## config.mk

```make
export PLATFORM = sky130hd
export DESIGN_NAME = uart_tx_fifo
export DESIGN_NICKNAME = d
export VERILOG_FILES = /design/src/rtl/uart_defs.sv /design/src/rtl/sync_fifo.sv /design/src/rtl/uart_tx_fifo.sv
export SDC_FILE = /design/constraint.sdc
export NUM_CORES = 1
export LEC_CHECK = 0
export BUFFER_PORTS_ARGS = -buffer_cell sky130_fd_sc_hd__buf_2
export CAP_MARGIN = 20
export CORE_UTILIZATION = 62
export DETAILED_ROUTE_END_ITERATION = 16
export GPL_TIMING_DRIVEN = 0
export PLACE_DENSITY = 0.79
export SLEW_MARGIN = 20
export SYNTH_ARGS = -nofsm -noshare
export SYNTH_HDL_FRONTEND = slang
export SYNTH_HIERARCHICAL = 1
export SYNTH_SLANG_ARGS = --single-unit
```

## constraint.sdc

```tcl
create_clock -name Clk -period 4.4 [get_ports Clk]
set_input_delay 0.44 -clock Clk [delete_from_list [all_inputs] [get_ports Clk]]
set_output_delay 0.44 -clock Clk [all_outputs]
set_load 0.005 [all_outputs]
```

## src/rtl/uart_defs.sv

```systemverilog
// Shared UART definitions: transmitter FSM encoding, default bit timing and frame shape.
// The receive-side bench model reuses these constants.
package uart_defs;

   typedef enum logic [1:0] {
      IDLE  = 2'd0,
      START = 2'd1,
      DATA  = 2'd2,
      STOP  = 2'd3
   } tx_state_t;

   localparam int CLKS_PER_BIT_DEFAULT = 434;
   localparam int DATA_BITS            = 8;
   localparam int STOP_BITS            = 1;
   localparam int BAUD_CNT_W           = 16;

endpackage

```

## src/rtl/sync_fifo.sv

```systemverilog
// Synchronous FIFO with occupancy count; read data is the head entry, visible combinationally.
// Push while full and pop while empty are ignored; wrap is modulo DEPTH (power of two).
module sync_fifo #(
   parameter int WIDTH = 8,
   parameter int DEPTH = 16
) (
   input  logic                     clk,
   input  logic                     rst_n,
   input  logic                     push,
   input  logic [WIDTH-1:0]         push_data,
   input  logic                     pop,
   output logic [WIDTH-1:0]         pop_data,
   output logic                     full,
   output logic                     empty,
   output logic [$clog2(DEPTH):0]   count
);

   localparam int AW = $clog2(DEPTH);

   logic [WIDTH-1:0] mem [DEPTH];
   logic [AW-1:0]    wr_ptr;
   logic [AW-1:0]    rd_ptr;
   logic             push_ok;
   logic             pop_ok;

   assign full     = (count == (AW+1)'(DEPTH));
   assign empty    = (count == '0);
   assign push_ok  = push && !full;
   assign pop_ok   = pop && !empty;
   assign pop_data = mem[rd_ptr];

   always_ff @(posedge clk or negedge rst_n) begin
      if (!rst_n) begin
         wr_ptr <= '0;
         rd_ptr <= '0;
         count  <= '0;
      end else begin
         if (push_ok) wr_ptr <= wr_ptr + AW'(1);
         if (pop_ok)  rd_ptr <= rd_ptr + AW'(1);
         case ({push_ok, pop_ok})
            2'b10:   count <= count + (AW+1)'(1);
            2'b01:   count <= count - (AW+1)'(1);
            default: count <= count;
         endcase
      end
   end

   always_ff @(posedge clk) begin
      if (push_ok) mem[wr_ptr] <= push_data;
   end

endmodule

```

## src/rtl/uart_tx_fifo.sv

```systemverilog
// Buffered 8N1 UART transmitter: a byte queued while idle drives the start bit one cycle later.
// in_ready falls when the FIFO is full; the source holds its byte until accepted.
module uart_tx_fifo
   import uart_defs::*;
#(
   parameter int CLKS_PER_BIT = CLKS_PER_BIT_DEFAULT,
   parameter int FIFO_DEPTH   = 16
) (
   input  logic                          Clk,
   input  logic                          reset_rtl,
   input  logic [7:0]                    in_data,
   input  logic                          in_valid,
   output logic                          in_ready,
   output logic                          txd,
   output logic                          tx_busy,
   output logic                          tx_done,
   output logic [$clog2(FIFO_DEPTH):0]   fifo_count
);

   localparam logic [BAUD_CNT_W-1:0] BIT_LAST  = BAUD_CNT_W'(CLKS_PER_BIT - 1);
   localparam logic [2:0]            DATA_LAST = 3'(DATA_BITS - 1);
   localparam logic [2:0]            STOP_LAST = 3'(STOP_BITS - 1);

   tx_state_t             state, state_nxt;
   logic [BAUD_CNT_W-1:0] baud_cnt, baud_nxt;
   logic [2:0]            bit_idx, bit_nxt;
   logic [7:0]            shreg, shreg_nxt;
   logic                  txd_nxt;
   logic                  bit_end;
   logic                  pop;
   logic                  fifo_full;
   logic                  fifo_empty;
   logic [7:0]            head;

   assign in_ready = !fifo_full;
   assign tx_busy  = (state != IDLE);
   assign bit_end  = (baud_cnt == BIT_LAST);

   sync_fifo #(
      .WIDTH (8),
      .DEPTH (FIFO_DEPTH)
   ) u_fifo (
      .clk       (Clk),
      .rst_n     (reset_rtl),
      .push      (in_valid && in_ready),
      .push_data (in_data),
      .pop       (pop),
      .pop_data  (head),
      .full      (fifo_full),
      .empty     (fifo_empty),
      .count     (fifo_count)
   );

   always_comb begin
      state_nxt = state;
      baud_nxt  = baud_cnt + BAUD_CNT_W'(1);
      bit_nxt   = bit_idx;
      shreg_nxt = shreg;
      txd_nxt   = txd;
      pop       = 1'b0;
      tx_done   = 1'b0;
      case (state)
         IDLE: begin
            baud_nxt = '0;
            txd_nxt  = 1'b1;
            if (!fifo_empty) begin
               pop       = 1'b1;
               shreg_nxt = head;
               bit_nxt   = '0;
               txd_nxt   = 1'b0;
               state_nxt = START;
            end
         end
         START: begin
            if (bit_end) begin
               baud_nxt  = '0;
               txd_nxt   = shreg[0];
               state_nxt = DATA;
            end
         end
         DATA: begin
            if (bit_end) begin
               baud_nxt = '0;
               if (bit_idx == DATA_LAST) begin
                  bit_nxt   = '0;
                  txd_nxt   = 1'b1;
                  state_nxt = STOP;
               end else begin
                  // Shift so the next bit to send is always shreg[0] on entry.
                  bit_nxt   = bit_idx + 3'd1;
                  shreg_nxt = shreg >> 1;
                  txd_nxt   = shreg[1];
               end
            end
         end
         STOP: begin
            if (bit_end) begin
               baud_nxt = '0;
               if (bit_idx == STOP_LAST) begin
                  tx_done   = 1'b1;
                  state_nxt = IDLE;
               end else begin
                  bit_nxt = bit_idx + 3'd1;
               end
            end
         end
         default: state_nxt = IDLE;
      endcase
   end

   always_ff @(posedge Clk or negedge reset_rtl) begin
      if (!reset_rtl) begin
         state    <= IDLE;
         baud_cnt <= '0;
         bit_idx  <= '0;
         shreg    <= '0;
         txd      <= 1'b1;
      end else begin
         state    <= state_nxt;
         baud_cnt <= baud_nxt;
         bit_idx  <= bit_nxt;
         shreg    <= shreg_nxt;
         txd      <= txd_nxt;
      end
   end

endmodule
```

**Word level (Yosys, flattened, before mapping)**

Memory sizes are Yosys's and may differ from the RTL's.
Cells that the tools add are included.

- Reduce and logical (&&, ||, !) cells: 18
- Equal/unequal tests: 16
- Muxes and demuxes: 32
- $add $sub $neg: 6

Operators by type and width:

| operator | count |
|---|---|
| 16-bit one-hot mux with 2 select lines | 1 |
| 8-bit two-way mux | 3 |
| 16-bit by 1-bit adder with 16-bit output (second input constant) | 1 |
| 16-bit by 9-bit == test with 1-bit output (second input constant) | 1 |
| 16-bit two-way mux | 1 |
| 2-bit inequality test (second input constant) | 8 |
| 8-bit one-hot mux with 2 select lines | 1 |
| 3-bit two-way mux | 5 |
| 2-bit two-way mux | 6 |
| 1-bit two-way mux | 11 |
| 5-bit one-hot mux with 2 select lines | 1 |
| 3-bit one-hot mux with 3 select lines | 1 |
| 4-bit by 1-bit adder with 4-bit output (second input constant) | 2 |
| 2-bit one-hot mux with 4 select lines | 1 |
| 2-bit == test (second input constant) | 3 |
| 6-bit AND reduction | 1 |
| 2-bit nonzero test | 3 |
| 3-bit nonzero test | 2 |
| 5-bit by 1-bit adder with 5-bit output (second input constant) | 1 |
| 5-bit == test (second input constant) | 1 |
| 5-bit zero test | 1 |
| 5-bit AND reduction | 1 |
| 5-bit by 1-bit subtractor with 5-bit output (second input constant) | 1 |
| 2-bit by 1-bit == test with 1-bit output (second input constant) | 2 |
| 10 further kinds | 13 |

- Memories: 1
- Output and inout bits: 9
- Bits in writable memories: 128
- Input bits: 11
- Word-level logic and storage cells: 81
- Bits in registers: 43

Memories:

| memory | words | bits a word | read ports | clocked after Yosys merged registers in | wr ports | line | source |
|---|---|---|---|---|---|---|---|
| u_fifo.mem | 16 | 8 | 1 | 0 | 1 | sync_fifo.sv:20 | `logic [WIDTH-1:0] mem [DEPTH];` |

**Logic depth before layout (Yosys ltp)**

Gate-level depths: netlist of the first run.

- Depth after elaboration: 6
- Gate-level depth with buffers: 15
- Mapped depth without buffers: 14

**Cells and area by module**

The synthesis of the first run kept the hierarchy.

By module, submodules not included:

| module | instances | seq. area each (sq um) | cells an instance | area an instance (sq um) |
|---|---|---|---|---|
| sync_fifo | 1 | 4169.0 | 332 | 5779.3 |
| uart_tx_fifo | 1 | 752.0 | 187 | 1735.4 |

**Worst setup path after synthesis of the first run**

No wires, ideal clock.

- Path kind: reg-to-reg
- From: reg u_fifo.count[1]
- To: reg u_fifo.count[4]
- Required time: 4.276 ns
- Buffers on the path: 2
- Setup time: 0.124 ns
- Cell stages (with the launch flop): 14
- Period minus slack after synthesis: 2.951 ns
- Slack: 1.449 ns
- Arrival: 2.827 ns
- Cell sequence: dfrtp_1 nor4_2 and2b_1 nor2b_1 clkbuf_1 nor2b_1 buf_2 ha_1 ha_1 nor2b_1 o21ai_0 a21oi_1 or3b_1 xnor2_1

- Cells in the longest elaborated chain, start to end: 6
- Elaborated cells between the ends (all ways): 15
- Classes of those cells: add/sub (2); eq/ne (3); mux (3); reduce/logical (7)

RTL lines:

| element | line | source |
|---|---|---|
| start: declaration | sync_fifo.sv:15 | `output logic [$clog2(DEPTH):0] count` |
| start signal: assignment | sync_fifo.sv:41 | `2'b10: count <= count + (AW+1)'(1);` |
| start signal: assignment | sync_fifo.sv:42 | `2'b01: count <= count - (AW+1)'(1);` |
| start signal: assignment | sync_fifo.sv:43 | `default: count <= count;` |
| 5-bit zero test (*) | sync_fifo.sv:27 | `assign empty = (count == '0);` |
| via fifo_empty | uart_tx_fifo.sv:32 | `logic fifo_empty;` |
| 1-bit two-way mux (*) | uart_tx_fifo.sv:66 | `if (!fifo_empty) begin` |
| 1-bit two-way mux (*) | uart_tx_fifo.sv:62 | `case (state)` |
| via pop | uart_tx_fifo.sv:30 | `logic pop;` |
| 1-bit logical AND (*) | sync_fifo.sv:29 | `assign pop_ok = pop && !empty;` |
| via u_fifo.pop_ok | sync_fifo.sv:24 | `logic pop_ok;` |
| 2-bit by 1-bit == test with 1-bit output / 2-bit == test (equally long branches) | sync_fifo.sv:40 | `case ({push_ok, pop_ok})` |
| 5-bit one-hot mux with 2 select lines / 2-bit nonzero test (equally long branches) | -- |  |

Mark *: on every way through the listed nets, which the timed path passes. The rest lies on a longest branch.
A chain may end at the register's enable or synchronous reset.

**Final worst setup path of the first run**

- From: reg u_fifo.count[0]
- To: reg u_fifo.count[4]

The elaborated chain is that of the path after synthesis.

==> impl_metrics.csv, run 1 <==
group,metric,value,unit
run_status,outcome,"finished with violations",
run_status,violations,"DRC, hold timing",
die,chipHeight,112,µm
detailed_routing,firstDrtPassIters,11,
detailed_routing,wl_per_cell,21.6,µm
synth,synth_edf_count,128,
detailed_routing,ant_nets,0,
placement,placed_cells,681,
clock_network,cts_buffer_depth,2,
clock_network,root_buffer,"clkbuf_16",
worst_setup_path,arrival,3690,ps
sta,slew_violations,0,
grt,grt-ovfl-total,0,
placement,io_buffers,19,
detailed_routing,vias,4503,
final_layout,antenna_cells,0,
placement,hpwl,9900,µm
worst_setup_path,end_kind,"register",
power,ir_worst_vdd,0.541,mV
synth,yosysWarnings,6,
sta,fin_setup_tns,0,ps
die,std_cell_rows,39,
synth,synth_cells,519,
placement,dpl_cell_area,7800,µm²
sta,max_slew_margin,42.9,%
clock_network,post-cts-setup-buffers,0,
synth,synthFlopType,"edfxtp_1",
synth,yosysTopAreaCellShare,51.1,%
clock_network,clock_sinks,171,
sta,post-route-min-period,3380,ps
worst_setup_path,crit_required,4710,ps
sta,whs,-11.8,ps
synth,syn_nets,550,
sta,finalHoldViolCount,20,
synth,synthArstFlopShare,25.1,%
die,dieArea,12600,µm²
worst_setup_path,crit_path_start_kind,"register",
clock_network,numCtsBuffers,17,
detailed_routing,drtIter0Drc,337,
final_layout,fillers,718,
final_layout,syn_to_final_growth,12.5,%
detailed_routing,drc,1,
placement,place_congestion,0.840,
synth,synthTopCellsByArea,"edfxtp_1, dfrtp_1, mux4_2, mux2i_1, ha_1",
synth,yosysMostFrequentCell,"edfxtp_1",
sta,post-route-period-util,76.8,%
clock_network,cts_tree,"yes",
die,die_x,112,µm
grt,grt_antenna_before_repair,0,
synth,synth_top_area_cell,"edfxtp_1",
final_layout,layout-drive-gt1-share,18.2,%
detailed_routing,drt_wl_total,15400,µm
power,power_density,467,nW/µm²
die,fp.coreArea,11600,µm²
grt,grt_usage,26.7,%
final_layout,regArea,4920,µm²
sta,rsz0062_at_grt,"no",
worst_setup_path,crit_fanout,9,
power,p_leak,3.26,nW
sta,tightest_slew,853,ps
worst_hold_path,min_path_type,"input pin to asynchronous set/reset pin",
final_layout,final_area,8460,µm²
sta,setup_viol,0,
synth,synth_cell_types,52,
grt,grt_pass1_vias,4501,
synth,seq_area_frac_synth,65.5,%
die,io_pins,20,
clock_network,cts_resized,0,
grt,grt_max_degree,44,
final_layout,multiInputGateArea,2390,µm²
synth,ys_ff_latch,171,
clock_network,clk_pin_slew,70,ps
flow_run,drv_cap,0,
synth,avgSynthCellArea,14.5,µm²
sta,fin_skew,9.14,ps
synth,synth_common_cells,"edfxtp_1, nor2_1, dfrtp_1",
grt,grt_pass1_wl,24200,µm
synth,syn_area,7510,µm²
detailed_routing,vias_per_cell,6.31,
final_layout,fin_cells,714,
worst_setup_path,worstSetupPathType,"register to register",
clock_network,htree_num_levels,4,
clock_network,clk_latency,430,ps
clock_network,cts.hold.buffers_added,0,
final_layout,nets,589,
sta,clock.fmax,296,MHz
die,start_util,64.7,%
sequential cells by signal, indices dropped and copies added, names as in the netlist:
register and count:
baud_cnt 16, bit_idx 3, shreg 8, state 2, txd 1, u_fifo/count 5
u_fifo/mem 128, u_fifo/rd_ptr 4, u_fifo/wr_ptr 4
metal layers:
metal | share of wire (%) | up-vias | wire length, µm | track usage [%]
li1 | - | 2047 | - | -
met3 | 5.8 | 27 | 894 | 6.91
met4 | 2.1 | 0 | 330 | 10.2
met5 | 0 | - | 0 | 0
met1 | 39 | 2273 | 6090 | 33.0
met2 | 53 | 156 | 8140 | 45.5
cell families (layout without fill, tap and decap cells):
| kind of cell | count (synthesis) | in the layout | synth area share (%) |
|---|---|---|---|
| AO/OA/AOI/OAI | 80 | 80 | 7.01 |
| AND/OR/NAND/NOR | 130 | 130 | 8.49 |
| buffers and inverters | 42 | 94 | 2.93 |
| adder cells (fa/ha/maj) | 20 | 20 | 3.43 |
| multiplexers | 54 | 54 | 10.1 |
| XOR/XNOR | 22 | 22 | 2.56 |
| flip-flops | 171 | 171 | 65.5 |
power breakdown:
group          switching [mW]  internal, mW  total, mW
logic                   0.276         0.142      0.418
registers              0.0676          1.90       1.97
clock network           0.640         0.926       1.57
total                   0.984          2.97       3.95
path summary, 6_finish.rpt:
| path | start | slack (ps) | to | cells after the start |
|---|---|---|---|---|
| max | u_fifo/count[0] | 1020 | u_fifo/count[4] | 13 |
| min | reset_rtl | -10 | u_fifo/rd_ptr[0] | 1 |
| max reg2reg | u_fifo/count[0] | 1020 | u_fifo/count[4] | 13 |
| min reg2reg | u_fifo/count[4] | 520 | u_fifo/count[4] | 1 |
| max in group asynchronous | reset_rtl | 3840 | txd | 2 |
| min in group Clk | in_data[7] | 420 | u_fifo/mem[13][7] | 1 |
worst max-delay path, stage by stage (launching register included):
cell and delay [ps]:
dfrtp_1 440, nor4_2 310, and2b_1 330, nor2b_1 80, clkbuf_1 210, nor2b_1 180
buf_2 170, ha_1 240, ha_1 330, nor2b_1 140, o21ai_0 210, a21oi_1 110
or3b_1 390, xnor2_1 140
cells in the final DEF, fill, tap and decap left out, drive strengths merged, types with 16 or more instances in the layout:
cell,count
inv,25
clkbuf,30
mux4,16
nor2,48
xnor2,17
ha,19
nand2,30
dfrtp,42
mux2i,27
buf,34
edfxtp,128
o21ai,26
a221oi,16
through the flow:
stage	power, mW	utilization (%)	setup slack (ps)
after global routing	4.11	72.8	793
after CTS	3.97	72.5	1050
final	3.95	72.8	1020
after detailed placement	2.41	67.2	1080
after global placement	2.37	67.1	1120
after floorplan	2.24	-	1450
layout make-up:
type | count | area share, %
Inverter | 17 | 0.755
Multi-Input combinational cell | 306 | 28.3
Clock buffer | 19 | 5.24
Timing Repair Buffer | 20 | 1.45
Buffer | 25 | 1.85
Tap cell | 143 | 2.12
Sequential cell | 171 | 58.2
Clock inverter | 13 | 2.10
No activity file was read; power rests on OpenSTA's default activity.
==> inputs of run 2 (changes only) <==
ABC_AREA = 1   (was default)
CORE_UTILIZATION = 56   (was 62)
PLACE_DENSITY = 0.75   (was 0.79)
clock period = 3.1 ns   (was 4.4 ns; I/O delays follow)
==> run 2 against run 1 <==
Effect of this change:
- sequential share of layout area fell by 3.1 points
- fmax rose by 19%
- via count rose by 26%
- power rose by 38%
- global-route usage fell by 2.3 points
- die area rose by 18%
- sequential cell count did not move
- first-iteration DRC count rose by 40%
- the flow now finishes without violations
- synthesized cell count rose by 61%
- count of clock-buffer cells in the layout fell by 2
==> impl_metrics.csv, run 2 <==
group,metric,value,unit
run_status,outcome,"finished clean",
detailed_routing,drt_wl_total,17000,µm
worst_hold_path,hold_start,"in_data[4]",
synth,synth_cells,834,
detailed_routing,vias_per_cell,5.31,
final_layout,layout_common_cells,"nand2_1, edfxtp_1, nor2_1",
sta,fin_ws,259,ps
clock_network,cts_tree,"yes",
sta,max_slew_margin,45.9,%
worst_setup_path,crit_fanout,6,
die,chipHeight,122,µm
placement,dpl_cell_area,8330,µm²
worst_setup_path,crit_chain,"inv_1 > ha_1 > inv_1 > nor2_1 > nand2_1 > inv_1 > ha_2 > inv_1 > fa_1 > inv_1 > nand2_1 > nand2_1 > nand2_1 > nand2_1 > nand2_1 > nand2_1 > nand2_1",
synth,avgSynthCellArea,9.60,µm²
synth,synth_edf_count,128,
sta,rsz0062_at_grt,"no",
placement,preCtsSetupSlack,309,ps
clock_network,numCtsBuffers,17,
final_layout,top_regs,"u_fifo/mem (128), baud_cnt (16), shreg (8)",
final_layout,largest_reg_flops,128,
final_layout,antenna_cells,0,
worst_setup_path,arrival,3160,ps
flow_run,drv_cap,0,
worst_setup_path,crit_required,3420,ps
sta,post-route-min-period,2840,ps
synth,yosysTopAreaCellShare,48.0,%
grt,grt_antenna_before_repair,0,
die,dieArea,14800,µm²
clock_network,clock_sinks,171,
power,share_comb_of_total_power,10.7,%
detailed_routing,wl_per_cell,15.9,µm
power,switchingPower,1.46,mW
worst_setup_path,worstSetupPathType,"register to register",
sta,tightest_slew,808,ps
die,std_cell_rows,43,
detailed_routing,vias,5662,
synth,seq_area_frac_synth,61.5,%
worst_setup_path,cp_top_family,"adder cells",
worst_setup_path,slowest_stage,"dfrtp_1",
grt,grt_usage,24.4,%
worst_setup_path,end_kind,"register",
final_layout,finish.utilization,64.0,%
synth,synthArstFlopShare,25.1,%
clock_network,cts_buffer_depth,2,
die,fp.coreArea,13900,µm²
final_layout,largest_register,"u_fifo/mem",
power,seqPwrFrac,50.7,%
sta,slew_violations,0,
synth,synthFlopType,"edfxtp_1",
worst_setup_path,reg2reg_slack,260,ps
power,swShare,26.8,%
worst_setup_path,worst_path_most_repeated_cell,"nand2_1",
clock_network,clk_pin_slew,70,ps
detailed_routing,drtIter0Drc,473,
worst_setup_path,crit_path_max_incr_delay,420,ps
placement,placed_cells,1033,
sta,fin_setup_tns,0,ps
sta,fin_skew,8.90,ps
worst_setup_path,worst-path-buf-inv,5,
synth,yosysWarnings,6,
worst_hold_path,min_path_cells,1,
final_layout,final_common_cell,"nand2_1",
synth,synth_top_area_cell,"edfxtp_1",
final_layout,syn_to_final_growth,11.5,%
detailed_routing,ant_nets,0,
worst_hold_path,min_path_type,"input pin to register",
synth,synth_common_cells,"nand2_1, edfxtp_1, nor2_1",
final_layout,final_area,8920,µm²
power,power_density,612,nW/µm²
sta,setup_viol,0,
placement,place_congestion,0.897,
worst_setup_path,r2r-end,"u_fifo/count[4]",
clock_network,htree_num_levels,4,
worst_hold_path,hold_end,"u_fifo/mem[12][4]",
clock_network,post-cts-setup-buffers,0,
die,io_pins,20,
clock_network,root_buffer,"clkbuf_16",
die,start_util,57.5,%
worst_setup_path,crit_path_start_kind,"register",
synth,syn_nets,865,
power,p_leak,4.03,nW
synth,synth_cell_types,35,
detailed_routing,drc,0,
final_layout,layout-drive-gt1-share,10.9,%
sta,clock.fmax,352,MHz
synth,ys_ff_latch,171,
detailed_routing,firstDrtPassIters,5,
synth,syn_area,8010,µm²
final_layout,fin_cells,1066,
sta,finalHoldViolCount,0,
die,die_x,122,µm
grt,grt_pass1_wl,26100,µm
placement,io_buffers,19,
power,clkPwrFrac,38.5,%
worst_setup_path,reg2reg_depth,17,
final_layout,nets,904,
power,ir_worst_vdd,0.541,mV
sta,post-route-period-util,91.7,%
synth,yosysMostFrequentCell,"nand2_1",
grt,grt-ovfl-total,0,
power,intPower,4.00,mW
grt,grt_pass1_vias,5126,
synth,synthTopCellsByArea,"edfxtp_1, nand2_1, dfrtp_1, nor2_1, inv_1",
placement,hpwl,11200,µm
worst_setup_path,r2r_start,"state[0]",
clock_network,clk_latency,430,ps
grt,grt_max_degree,44,
[run 2: cell count changes after synthesis, sizes merged, moves of 16 or more]
cell,change
inv,+80
nand2,+259
a221oi,-16
nor2,+53
mux2i,-21
mux4,-16
nand3,+57
[run 2: layout make-up]
type                            instances  area (µm²)
Inverter                               97         364
Buffer                                 24         138
Clock inverter                         15         156
Tap cell                              180         225
Clock buffer                           17         425
Sequential cell                       171        4920
Timing Repair Buffer                   20         108
Fill cell                            1059        5010
Multi-Input combinational cell        542        2590
[run 2: cells by family (layout without fill, tap and decap cells)]
logic type               after synthesis  after routing  share of synthesized area (%)
multiplexers                           6              6                          0.750
flip-flops                           171            171                           61.5
AND/OR/NAND/NOR                      470            470                           24.1
buffers and inverters                121            173                           6.27
adder cells (fa/ha/maj)               20             20                           3.22
AO/OA/AOI/OAI                         33             33                           2.81
XOR/XNOR                              13             13                           1.42
[run 2: routing by layer]
metal	track usage (%)	share of wire (%)
met1	31.6	41
met2	40.6	50
met3	5.48	6.9
met4	8.41	2.2
met5	0	0
[run 2: how the worst max path moves through the flow]
stage / start / endpoint / slack [ps] / depth (start not counted)
global placement: state[0] / u_fifo/count[4] / 360 / 17
global route: state[0] / u_fifo/count[4] / 60 / 17
finish: state[0] / u_fifo/count[4] / 260 / 17
floorplan: state[0] / u_fifo/count[4] / 790 / 17
CTS: state[0] / u_fifo/count[4] / 250 / 17
detailed placement: state[0] / u_fifo/count[4] / 310 / 17
[run 2: repair_timing]
item	CTS	global route
endpoints found under the hold margin	0	42
endpoints found under the setup margin	0	1
hold buffers	0	1
resized for setup	0	1
[run 2: power by group through the flow]
stage               sequential, mW  clock (mW)  combinational (mW)
finish                        2.77        2.10               0.586
global placement              2.81           0               0.559
detailed placement            2.82           0               0.579
CTS                           2.77        2.13               0.582
floorplan                     2.80           0               0.382
global route                  2.79        2.23               0.657
[run 2: metrics by stage]
stage          hold WS (ps)  power, mW
4_1_cts                74.4       5.48
3_3_place_gp            466       3.37
6_report                299       5.46
5_1_grt                 290       5.67
2_1_floorplan          14.4       3.18
3_5_place_dp            469       3.40
